===== src/rtl/calc1_pkg.sv =====
// Shared definitions for the calc1 request driver: command and response
// encodings, the driver FSM state type and the datapath widths.
package calc1_pkg;

  localparam int DATA_W = 32;
  localparam int CMD_W  = 4;
  localparam int RESP_W = 2;

  typedef enum logic [CMD_W-1:0] {
    CMD_NOP = 4'd0,
    CMD_ADD = 4'd1,
    CMD_SUB = 4'd2,
    CMD_SHL = 4'd5,
    CMD_SHR = 4'd6
  } cmd_e;

  typedef enum logic [RESP_W-1:0] {
    RESP_NONE    = 2'd0,
    RESP_OK      = 2'd1,
    RESP_OVF     = 2'd2,
    RESP_INVALID = 2'd3
  } resp_e;

  typedef enum logic [2:0] {
    IDLE      = 3'd0,
    SEND_CMD  = 3'd1,
    SEND_OP2  = 3'd2,
    WAIT_RESP = 3'd3,
    DONE      = 3'd4
  } state_e;

  // A no-op command completes locally and never reaches calc1.
  function automatic logic is_nop(input logic [0:CMD_W-1] cmd);
    return cmd == CMD_NOP;
  endfunction

endpackage


===== src/rtl/calc1_timeout_cnt.sv =====
// Response watchdog for the calc1 request driver. Counts WAIT_RESP cycles
// and flags the cycle in which the TIMEOUT_CYCLES-th wait cycle elapses.
// Only instantiated when CALC1_DRV_TIMEOUT_EN is defined.
module calc1_timeout_cnt #(
  parameter int TIMEOUT_CYCLES = 64
) (
  input  logic c_clk,
  input  logic reset,
  input  logic clear,
  input  logic enable,
  output logic expired
);

  logic [9:0] count;

  // Clears on the cycle before WAIT_RESP is entered, counts while waiting.
  always_ff @(posedge c_clk or negedge reset) begin
    if (!reset) begin
      count <= '0;
    end else if (clear) begin
      count <= '0;
    end else if (enable) begin
      count <= count + 10'd1;
    end
  end

  // count holds the number of wait cycles already elapsed, so this fires in
  // the TIMEOUT_CYCLES-th wait cycle.
  assign expired = enable && (count == 10'(TIMEOUT_CYCLES - 1));

endmodule


===== src/rtl/calc1_req_driver.sv =====
// calc1 request driver: accepts one host operation, sends command+op1 then
// op2 to a calc1 port, waits for the response and hands it back to the host
// through a valid/ready result handshake.
// Optional feature macro: CALC1_DRV_TIMEOUT_EN enables the response watchdog
// (abort after TIMEOUT_CYCLES wait cycles with rsp_timeout=1).
module calc1_req_driver
  import calc1_pkg::*;
#(
  parameter int TIMEOUT_CYCLES = 64
) (
  input  logic              c_clk,
  input  logic              reset,
  input  logic              host_valid,
  output logic              host_ready,
  input  logic [0:CMD_W-1]  host_cmd,
  input  logic [0:DATA_W-1] host_op1,
  input  logic [0:DATA_W-1] host_op2,
  output logic [0:CMD_W-1]  req_cmd_out,
  output logic [0:DATA_W-1] req_data_out,
  input  logic [0:RESP_W-1] out_resp_in,
  input  logic [0:DATA_W-1] out_data_in,
  output logic              rsp_valid,
  input  logic              rsp_ready,
  output logic [0:RESP_W-1] rsp_resp,
  output logic [0:DATA_W-1] rsp_data,
  output logic              rsp_timeout
);

  if (TIMEOUT_CYCLES < 4 || TIMEOUT_CYCLES > 1023) begin : g_bad_timeout
    $error("calc1_req_driver: TIMEOUT_CYCLES must be within 4..1023");
  end

  state_e state, state_next;

  logic [0:CMD_W-1]  cmd_p0;
  logic [0:DATA_W-1] op1_p0;
  logic [0:DATA_W-1] op2_p0;

  logic accept;
  logic nop_accept;
  logic resp_hit;
  logic timeout_hit;

  assign accept     = (state == IDLE) && host_valid;
  assign nop_accept = accept && is_nop(host_cmd);
  assign resp_hit   = (state == WAIT_RESP) && (out_resp_in != '0);

`ifdef CALC1_DRV_TIMEOUT_EN
  logic expired;

  calc1_timeout_cnt #(
    .TIMEOUT_CYCLES(TIMEOUT_CYCLES)
  ) u_timeout_cnt (
    .c_clk  (c_clk),
    .reset  (reset),
    .clear  (state == SEND_OP2),
    .enable (state == WAIT_RESP),
    .expired(expired)
  );

  // A response in the expiry cycle wins over the timeout.
  assign timeout_hit = expired && !resp_hit;

  // Timeout flag is rewritten on every entry to DONE.
  always_ff @(posedge c_clk or negedge reset) begin
    if (!reset) begin
      rsp_timeout <= 1'b0;
    end else if (nop_accept || resp_hit) begin
      rsp_timeout <= 1'b0;
    end else if (timeout_hit) begin
      rsp_timeout <= 1'b1;
    end
  end
`else
  assign timeout_hit = 1'b0;
  assign rsp_timeout = 1'b0;
`endif

  // FSM state register.
  always_ff @(posedge c_clk or negedge reset) begin
    if (!reset) begin
      state <= IDLE;
    end else begin
      state <= state_next;
    end
  end

  // Next-state logic; a no-op goes straight to DONE without touching calc1.
  always_comb begin
    state_next = state;
    case (state)
      IDLE:      if (accept) state_next = nop_accept ? DONE : SEND_CMD;
      SEND_CMD:  state_next = SEND_OP2;
      SEND_OP2:  state_next = WAIT_RESP;
      WAIT_RESP: if (resp_hit || timeout_hit) state_next = DONE;
      DONE:      if (rsp_ready) state_next = IDLE;
      default:   state_next = IDLE;
    endcase
  end

  // Stage p0: operation captured at the accept edge, held until the next one.
  always_ff @(posedge c_clk) begin
    if (accept) begin
      cmd_p0 <= host_cmd;
      op1_p0 <= host_op1;
      op2_p0 <= host_op2;
    end
  end

  // Result registers, held stable through DONE while the host stalls.
  always_ff @(posedge c_clk or negedge reset) begin
    if (!reset) begin
      rsp_resp <= '0;
      rsp_data <= '0;
    end else if (nop_accept || timeout_hit) begin
      rsp_resp <= '0;
      rsp_data <= '0;
    end else if (resp_hit) begin
      rsp_resp <= out_resp_in;
      rsp_data <= out_data_in;
    end
  end

  // calc1 request bus is only driven in the two send states.
  always_comb begin
    req_cmd_out  = '0;
    req_data_out = '0;
    case (state)
      SEND_CMD: begin
        req_cmd_out  = cmd_p0;
        req_data_out = op1_p0;
      end
      SEND_OP2: req_data_out = op2_p0;
      default: ;
    endcase
  end

  assign host_ready = (state == IDLE) && reset;
  assign rsp_valid  = (state == DONE);

endmodule

===== config.mk =====
export PLATFORM = sky130hd
export DESIGN_NAME = calc1_req_driver
export DESIGN_NICKNAME = d
export VERILOG_FILES = /design/src/rtl/calc1_pkg.sv /design/src/rtl/calc1_timeout_cnt.sv /design/src/rtl/calc1_req_driver.sv
export SDC_FILE = /design/constraint.sdc
export NUM_CORES = 1
export LEC_CHECK = 0
export CAP_MARGIN = 20
export CORE_MARGIN = 2
export CORE_UTILIZATION = 42
export CTS_CLUSTER_SIZE = 25
export DETAILED_ROUTE_END_ITERATION = 16
export PLACE_DENSITY_LB_ADDON = 0.25
export SETUP_SLACK_MARGIN = 0.4
export SLEW_MARGIN = 20
export SYNTH_ARGS = -nofsm -noshare
export SYNTH_HDL_FRONTEND = slang
export SYNTH_SLANG_ARGS = --single-unit
export TNS_END_PERCENT = 20

===== constraint.sdc =====
create_clock -name c_clk -period 3.9 [get_ports c_clk]
set_input_delay 0.78 -clock c_clk [delete_from_list [all_inputs] [get_ports c_clk]]
set_output_delay 0.78 -clock c_clk [all_outputs]
set_load 0.02 [all_outputs]

; Yosys cells after proc, flatten, opt, wreduce, memory -nomap -nowiden
; Cells that the tools add are included.
[word_totals]
reg_bits = 105
out_inout_bits = 73
elab_cells = 33
[op_classes]
n_eq_ne = 7
mux = 11
reduce_logical = 9
[ops]
columns = op, n
row1 = $mux 32, 2
row2 = $pmux 32 s2, 1
row3 = $pmux 3 s5, 1
row4 = $mux 3, 4
row5 = $eq 3x2->1 const B, 2
row6 = $logic_and 1x1->1, 4
row7 = $logic_not 4->1, 1
row8 = $mux 2, 2
row9 = $mux 4, 1
row10 = $ne 2x2->1 const B, 2
row11 = $reduce_bool 2->1, 2
row12 = $eq 3x1->1 const B, 1
row13 = $eq 3x3->1 const B, 1
row14 = $logic_not 3->1, 1
row15 = $reduce_and 3->1, 1
row16 = $ne 2x1->1 const B, 1

; Logic depth before layout (Yosys ltp)
; Gate-level depths: netlist of run 1.
[logic_depth]
ltp_word = 6
mapped_depth = 6

; Worst setup path before layout of run 1
; Ideal clock, no wire load.
[synth_timing]
path_type = input to register
startpoint = input port host_valid
endpoint = register cmd_p0[0] (netlist bit) (enable)
arrival_ps = 2376
setup_slack_ps = 1091
path_stages = 1
n_path_buf = 0
path_cell_list = and2_1
[synth_between]
elab_chain_len = 1
[synth_rtl]
columns = item, line
row1 = "start, declared", calc1_req_driver.sv:13  ; input logic host_valid,
row2 = $logic_and 1x1->1, calc1_req_driver.sv:44  ; assign accept = (state == IDLE) && host_valid;
row3 = "end signal, assigned", calc1_req_driver.sv:104  ; cmd_p0 <= host_cmd;
row4 = "end, declared", calc1_req_driver.sv:35  ; logic [0:CMD_W-1] cmd_p0;
; No other way between the ends.
; A chain may end at the register's enable or synchronous reset.

; Worst setup path in the final report of run 1
[layout_timing]
startpoint = register state[0]
endpoint = output port req_data_out[7] (netlist bit)
[layout_between]
elab_chain_len = 2
elab_cells_between_ends = 3
[layout_rtl]
columns = item, line
row1 = "start, declared", calc1_req_driver.sv:33  ; state_e state, state_next;
row2 = "start signal, assigned", calc1_req_driver.sv:84  ; state <= state_next;
row3 = $eq 3x2->1 / $eq 3x1->1 (equally long branches), calc1_req_driver.sv:128  ; case (state)
row4 = $pmux 32 s2 *, calc1_req_driver.sv:128
row5 = "end, declared", calc1_req_driver.sv:19  ; output logic [0:DATA_W-1] req_data_out,
; Mark *: on every way between the ends. The rest lies on a longest branch, timed or not.

==> results.sh, run 1 <==
export IMPL_outcome="completed"
export IMPL_final_area_um2=6130
export IMPL_timing_final_crit_period_ps=3160
export IMPL_synth_cell_types=28
export IMPL_core_ar_um2=9680
export IMPL_design_die_area_um2=10700
export IMPL_total_negative_setup_slack_ps=0
export IMPL_via_count_of_the_first_global_routing_pass=3087
export IMPL_cp_required_ps=3120
export IMPL_drt_pass1_iter_count=4
export IMPL_ioPinCount=179
export IMPL_share_seq_of_total_power_pct=38.4
export IMPL_finalWirelength_mm=10.1
export IMPL_postSynthNetCount=398
export IMPL_cap_viol_max_count=0
export IMPL_endpoints_failing_hold=0
export IMPL_crit_path_start="state[0]$_DFFE_PN0P_"
export IMPL_die_width_um=104
export IMPL_tritoncts_buffers=9
export IMPL_post_detailed_route_count_of_antenna_violating_nets=0
export IMPL_grt_pass1_wl_mm=15.9
export IMPL_p_sw_mw=1.63
export IMPL_intPower_mw=2.86
export IMPL_gpl_wtd_cong=0.713
export IMPL_clock_root_buffer="sky130_fd_sc_hd__clkbuf_8"
export IMPL_number_of_instances_in_the_synthesized_netlist=292
export IMPL_grt_antenna_before_repair=0
export IMPL_cp_data_arrival_time_ps=2380
export IMPL_drive_gt1_share_pct=6.71
export IMPL_worst_max_slew_margin_expressed_relative_to_the_limit_pct=42.6
export IMPL_grt_setup_unrepaired="no"
export IMPL_total_leakage_power_nw=2.23
export IMPL_cts_root_to_sink_buffers=2
export IMPL_synth_warnings=0
export IMPL_die_height_um=104
export IMPL_cts_setup_buffers=0
export IMPL_clock_latency_ps=350
export IMPL_ys_seq_elements=105
export IMPL_cp_endpoint="req_data_out[7]"
export IMPL_floorplan_initialDensity_pct=43.0
export IMPL_final_nets=563
export IMPL_portBuffers=177
export IMPL_criticalPathCategory="reg -> out"
export IMPL_num_rows=36
export IMPL_tightestPinTransition_ps=861
export IMPL_overflow=0
export IMPL_via_count=3077
export IMPL_switching_share_pct=36.2
export IMPL_power_per_cell_area_nw_per_um2=733
export IMPL_r2r_end="op2_p0[29]$_DFFE_PP_"
export IMPL_nature_of_the_critical_path_startpoint="flip-flop"
export IMPL_detailed_place_area_um2=5930
export IMPL_postCtsResizedCells=0
export IMPL_clock_sinks=105
export IMPL_mostFrequentLayoutCell="sky130_fd_sc_hd__clkdlybuf4s50_1"
export IMPL_power_frac_clock_pct=14.6
export IMPL_global_route_usage_total_pct=18.7
export IMPL_cts_clk_slew_worst_paths_ps=90
export IMPL_via_per_inst=5.17
export IMPL_area_sequential_um2=2970
export IMPL_worstSetupEndpointType="primary output"
export IMPL_setup_viol_count_final=0
export IMPL_worst_r2r_setup_slack_ps=1920
export IMPL_post_dp_hpwl_mm=6.74
export IMPL_diodes=0
export IMPL_detail_route_wl_per_cell_um=17.0
export IMPL_maximum_fanout_along_the_worst_path=36
export IMPL_layout_worst_path_cycle_share_pct=81.0
export IMPL_syn_avg_cell_area_um2=14.3
export IMPL_r2r_start="state[1]$_DFFE_PN0P_"
export IMPL_hold_buffers=0
export IMPL_post_synth_instance_area_um2=4160
export IMPL_synth_yosys_seq_area_share_pct=71.3
export IMPL_power_combinational_fraction_pct=47.0
export IMPL_clock_tree_from_tritoncts="done"
export IMPL_totalPowerFinal_mw=4.49
export IMPL_areaGrowthSynthToFinish_pct=47.2
export IMPL_cts_max_level=3
export IMPL_mostFrequentLayoutCells="sky130_fd_sc_hd__clkdlybuf4s50_1, sky130_fd_sc_hd__edfxtp_1, sky130_fd_sc_hd__dfrtp_1"
export IMPL_min_delay_path_class="in -> async"
export IMPL_irDropWorstVdd_mv=0.436
export IMPL_final_setup_skew_ps=10.5
export IMPL_drt_initial_drc_count=114
export IMPL_post_route_drc_count=0
export IMPL_timing_max_transition_violations_final=0
export IMPL_nFillCells=769
export IMPL_combined_area_of_the_multi_input_logic_cells_um2=982
export IMPL_worst_r2r_path_depth=3
export IMPL_maxClockFrequency_mhz=317
export IMPL_grt_start_max_net_pins=69
## cell type report
cell class / count / area share, %
Sequential cell: 105 / 48.4
Tap cell: 133 / 2.72
Clock buffer: 9 / 2.02
Inverter: 3 / 0.184
Timing Repair Buffer: 182 / 29.4
Clock inverter: 7 / 1.16
Multi-Input combinational cell: 156 / 16.0
## how the worst min path moves through the flow
stage                     slack (ps)  cells after the start                      from                       end
after global placement           530                      2  rsp_data[20]$_DFFE_PN0P_  rsp_data[20]$_DFFE_PN0P_
final                            470                      2                     reset   rsp_data[4]$_DFFE_PN0P_
after global routing             500                      2                     reset   rsp_data[5]$_DFFE_PN0P_
after CTS                        460                      2                     reset   rsp_data[5]$_DFFE_PN0P_
after detailed placement         540                      2   rsp_data[9]$_DFFE_PN0P_   rsp_data[9]$_DFFE_PN0P_
after floorplan                  480                      0                     reset   rsp_data[0]$_DFFE_PN0P_
## sequential cells by signal, indices dropped and copies added, names as in the netlist
register / cells
op2_p0: 32
rsp_data: 32
op1_p0: 32
cmd_p0: 4
rsp_resp: 2
state: 3
## synth_stat cells
master	count	share of area (%)
sky130_fd_sc_hd__clkbuf_1	4	0.36
sky130_fd_sc_hd__nor3_2	1	0.24
sky130_fd_sc_hd__nor3b_1	1	0.18
sky130_fd_sc_hd__nor2_1	2	0.18
sky130_fd_sc_hd__inv_1	3	0.27
sky130_fd_sc_hd__clkbuf_2	2	0.24
sky130_fd_sc_hd__nor4_1	1	0.15
sky130_fd_sc_hd__o22ai_1	2	0.30
sky130_fd_sc_hd__buf_6	10	2.7
sky130_fd_sc_hd__buf_4	5	0.90
sky130_fd_sc_hd__and3b_1	1	0.21
sky130_fd_sc_hd__a21oi_1	33	4.0
sky130_fd_sc_hd__or2_1	1	0.15
sky130_fd_sc_hd__a221o_1	1	0.24
sky130_fd_sc_hd__buf_2	7	0.84
sky130_fd_sc_hd__nor3b_4	2	0.90
sky130_fd_sc_hd__o21ai_1	6	0.72
sky130_fd_sc_hd__conb_1	1	0.090
sky130_fd_sc_hd__dfrtp_1	37	22
sky130_fd_sc_hd__or3b_2	1	0.21
sky130_fd_sc_hd__nand3b_4	1	0.48
sky130_fd_sc_hd__edfxtp_1	68	49
sky130_fd_sc_hd__nand3_1	32	3.8
sky130_fd_sc_hd__nand2_1	1	0.090
sky130_fd_sc_hd__a22o_1	32	6.7
sky130_fd_sc_hd__o21ai_0	30	3.6
sky130_fd_sc_hd__and2_1	6	0.90
sky130_fd_sc_hd__and3_1	1	0.15
## routing by layer
metal | up-vias | global-route usage [%] | share of wire, %
li1 | 1430 | - | -
met1 | 1474 | 25.2 | 42
met2 | 163 | 29.5 | 49
met3 | 10 | 4.72 | 8.0
met4 | 0 | 7.14 | 1.4
met5 | - | 0 | 0
## cells by family (layout without fill, tap and decap cells)
family | after synthesis | in the layout | synth area share, %
flip-flops | 105 | 105 | 71.3
AO/OA/AOI/OAI | 104 | 104 | 15.6
buffers and inverters | 31 | 201 | 5.32
AND/OR/NAND/NOR | 51 | 51 | 7.70
other | 1 | 1 | 0.0901
## critical path: stages (launching register included)
cell and delay, ps:
sky130_fd_sc_hd__dfrtp_1 560, sky130_fd_sc_hd__nor3b_4 250, sky130_fd_sc_hd__buf_4 370, sky130_fd_sc_hd__a22o_1 210, sky130_fd_sc_hd__clkdlybuf4s50_1 620
## stage by stage
stage | setup slack [ps] | instances | hold slack [ps] | utilization [%]
2_1_floorplan | 1090 | 292 | 484 | -
3_3_place_gp | 1140 | 579 | 527 | 61.2
3_5_place_dp | 1100 | 579 | 536 | 61.2
4_1_cts | 696 | 595 | 462 | 63.2
5_1_grt | 591 | 595 | 498 | 63.3
6_report | 742 | 595 | 474 | 63.3
## power by group through the flow
stage	Combinational [mW]	Sequential, mW	Clock [mW]
floorplan	1.08	1.88	0
global placement	2.10	1.73	0
detailed placement	2.13	1.74	0
CTS	2.14	1.73	0.684
global route	2.25	1.76	0.721
finish	2.11	1.72	0.656
No activity file was read; power rests on OpenSTA's default activity.
==> inputs of run 2 (changes only) <==
--- a/config.mk
+++ b/config.mk
@@ -7,7 +7,7 @@
 export LEC_CHECK = 0
 export CAP_MARGIN = 20
 export CORE_MARGIN = 2
-export CORE_UTILIZATION = 42
+export CORE_UTILIZATION = 38
 export CTS_CLUSTER_SIZE = 25
 export DETAILED_ROUTE_END_ITERATION = 16
 export PLACE_DENSITY_LB_ADDON = 0.25
==> constraint.sdc (replaced) <==
create_clock -name c_clk -period 2.8 [get_ports c_clk]
set_input_delay 0.56 -clock c_clk [delete_from_list [all_inputs] [get_ports c_clk]]
set_output_delay 0.56 -clock c_clk [all_outputs]
set_load 0.02 [all_outputs]
==> results.sh, run 2 (synthesis results as in run 1) <==
export IMPL_clock_sinks=105
export IMPL_tritoncts_buffers=9
export IMPL_preCtsSetupSlack_ps=378
export IMPL_cts_root_to_sink_buffers=2
export IMPL_irDropWorstVdd_mv=0.483
export IMPL_mostFrequentLayoutCell="sky130_fd_sc_hd__clkdlybuf4s50_1"
export IMPL_finalWirelength_mm=10.9
export IMPL_worstSetupEndpointType="primary output"
export IMPL_final_nets=573
export IMPL_mostFrequentLayoutCells="sky130_fd_sc_hd__clkdlybuf4s50_1, sky130_fd_sc_hd__edfxtp_1, sky130_fd_sc_hd__dfrtp_1"
export IMPL_final_setup_skew_ps=10.2
export IMPL_core_ar_um2=10700
export IMPL_endpoints_failing_hold=0
export IMPL_outcome="completed"
export IMPL_detail_route_wl_per_cell_um=17.7
export IMPL_final_area_um2=6230
export IMPL_min_delay_path_class="in -> async"
export IMPL_total_negative_setup_slack_ps=0
export IMPL_power_per_cell_area_nw_per_um2=1020
export IMPL_timing_final_crit_period_ps=2450
export IMPL_gpl_wtd_cong=0.716
export IMPL_grt_start_max_net_pins=38
export IMPL_post_route_drc_count=0
export IMPL_die_width_um=109
export IMPL_layout_worst_path_cycle_share_pct=87.5
export IMPL_via_per_inst=5.08
export IMPL_die_height_um=109
export IMPL_total_leakage_power_nw=2.42
export IMPL_maximum_fanout_along_the_worst_path=18
export IMPL_grt_antenna_before_repair=0
export IMPL_num_rows=38
export IMPL_grt_setup_unrepaired="yes"
export IMPL_clock_root_buffer="sky130_fd_sc_hd__clkbuf_8"
export IMPL_cp_required_ps=2240
export IMPL_drt_pass1_iter_count=5
export IMPL_cp_data_arrival_time_ps=1890
export IMPL_design_die_area_um2=11800
export IMPL_timing_max_transition_violations_final=0
export IMPL_via_count_of_the_first_global_routing_pass=3159
export IMPL_areaGrowthSynthToFinish_pct=49.7
export IMPL_postLayoutSetupSlackWorst_ps=351
export IMPL_cts_clk_slew_worst_paths_ps=100
export IMPL_cap_viol_max_count=0
export IMPL_clock_latency_ps=380
export IMPL_clock_tree_from_tritoncts="done"
export IMPL_cts_max_level=3
export IMPL_overflow=0
export IMPL_post_dp_hpwl_mm=7.48
export IMPL_top_regs="op1_p0 (32), op2_p0 (32), rsp_data (32)"
export IMPL_drive_gt1_share_pct=10.6
export IMPL_maxClockFrequency_mhz=408
export IMPL_floorplan_initialDensity_pct=38.7
export IMPL_portBuffers=177
export IMPL_drt_initial_drc_count=174
export IMPL_via_count=3108
export IMPL_finalNonFillerCells=612
export IMPL_diodes=0
export IMPL_setup_viol_count_final=0
export IMPL_post_detailed_route_count_of_antenna_violating_nets=0
export IMPL_detailed_place_area_um2=6030
export IMPL_global_route_usage_total_pct=18.8
export IMPL_grt_pass1_wl_mm=16.7
export IMPL_nature_of_the_critical_path_startpoint="flip-flop"
export IMPL_dpl_cell_count=591
export IMPL_ioPinCount=179
export IMPL_criticalPathCategory="reg -> out"
## run 2: cell count changes in the layout (fill, tap and decap cells not counted), moves of 3 or more
cell,delta
sky130_fd_sc_hd__buf_12,+5
sky130_fd_sc_hd__buf_2,+6
sky130_fd_sc_hd__buf_4,+5
sky130_fd_sc_hd__clkbuf_2,+4
sky130_fd_sc_hd__clkdlybuf4s50_1,-38
sky130_fd_sc_hd__clkinv_2,-3
sky130_fd_sc_hd__clkinvlp_4,+3
sky130_fd_sc_hd__dlygate4sd2_1,+26
## run 2: report_power, final
group | total [mW] | internal [mW] | switching [mW]
Sequential | 2.37 | 2.17 | 0.199
Combinational | 2.97 | 1.36 | 1.61
Clock | 1.02 | 0.501 | 0.523
Total | 6.36 | 4.03 | 2.33
## run 2: worst paths after layout
kind / cells past startpoint / start / to / slack (ps)
max in group asynchronous: 2 / reset / state[0]$_DFFE_PN0P_ / 2210
worst max register to register: 4 / state[1]$_DFFE_PN0P_ / op2_p0[12]$_DFFE_PP_ / 960
min in group c_clk: 2 / rsp_data[17]$_DFFE_PN0P_ / rsp_data[17]$_DFFE_PN0P_ / 540
worst min-delay path: 2 / reset / rsp_data[19]$_DFFE_PN0P_ / 240
worst max-delay path: 6 / state[1]$_DFFE_PN0P_ / req_cmd_out[1] / 350
worst min register to register: 2 / rsp_data[17]$_DFFE_PN0P_ / rsp_data[17]$_DFFE_PN0P_ / 540
## run 2: critical path, cell delays in order, from the launching register on
cell                            delay (ps)
sky130_fd_sc_hd__dfrtp_1               390
sky130_fd_sc_hd__buf_4                 170
sky130_fd_sc_hd__nor3b_4               180
sky130_fd_sc_hd__buf_4                 150
sky130_fd_sc_hd__buf_12                150
sky130_fd_sc_hd__and2_1                120
sky130_fd_sc_hd__dlygate4sd2_1         350
## run 2: through the flow
step / total power, mW / utilization (%) / hold WS [ps]
after floorplan: 4.12 / - / 264
after global placement: 5.43 / 56.1 / 528
after detailed placement: 5.51 / 56.1 / 535
after CTS: 6.43 / 58.0 / 248
after global routing: 6.73 / 58.0 / 271
final: 6.36 / 58.0 / 245
## run 2: per-layer routing
layer	global-route usage [%]	wire length, µm
met4	6.59	150
met2	30.3	5050
met1	22.2	4350
met5	0	0
met3	8.91	1300
## run 2: area by class of cell
class,instances,area (µm²)
tap,140,175
fill,964,4520
clock inverter,7,95.1
multi-input combinational,156,973
clock buffer,9,124
sequential,105,2970
timing repair buffer,192,1880
inverter,3,11.3
## run 2: what timing repair did
action	CTS	global route
resized for setup	58	13
hold buffers	0	0
buffers inserted	3	1
pin swaps	2	0
endpoints found under the setup margin	38	33
gates cloned	1	0
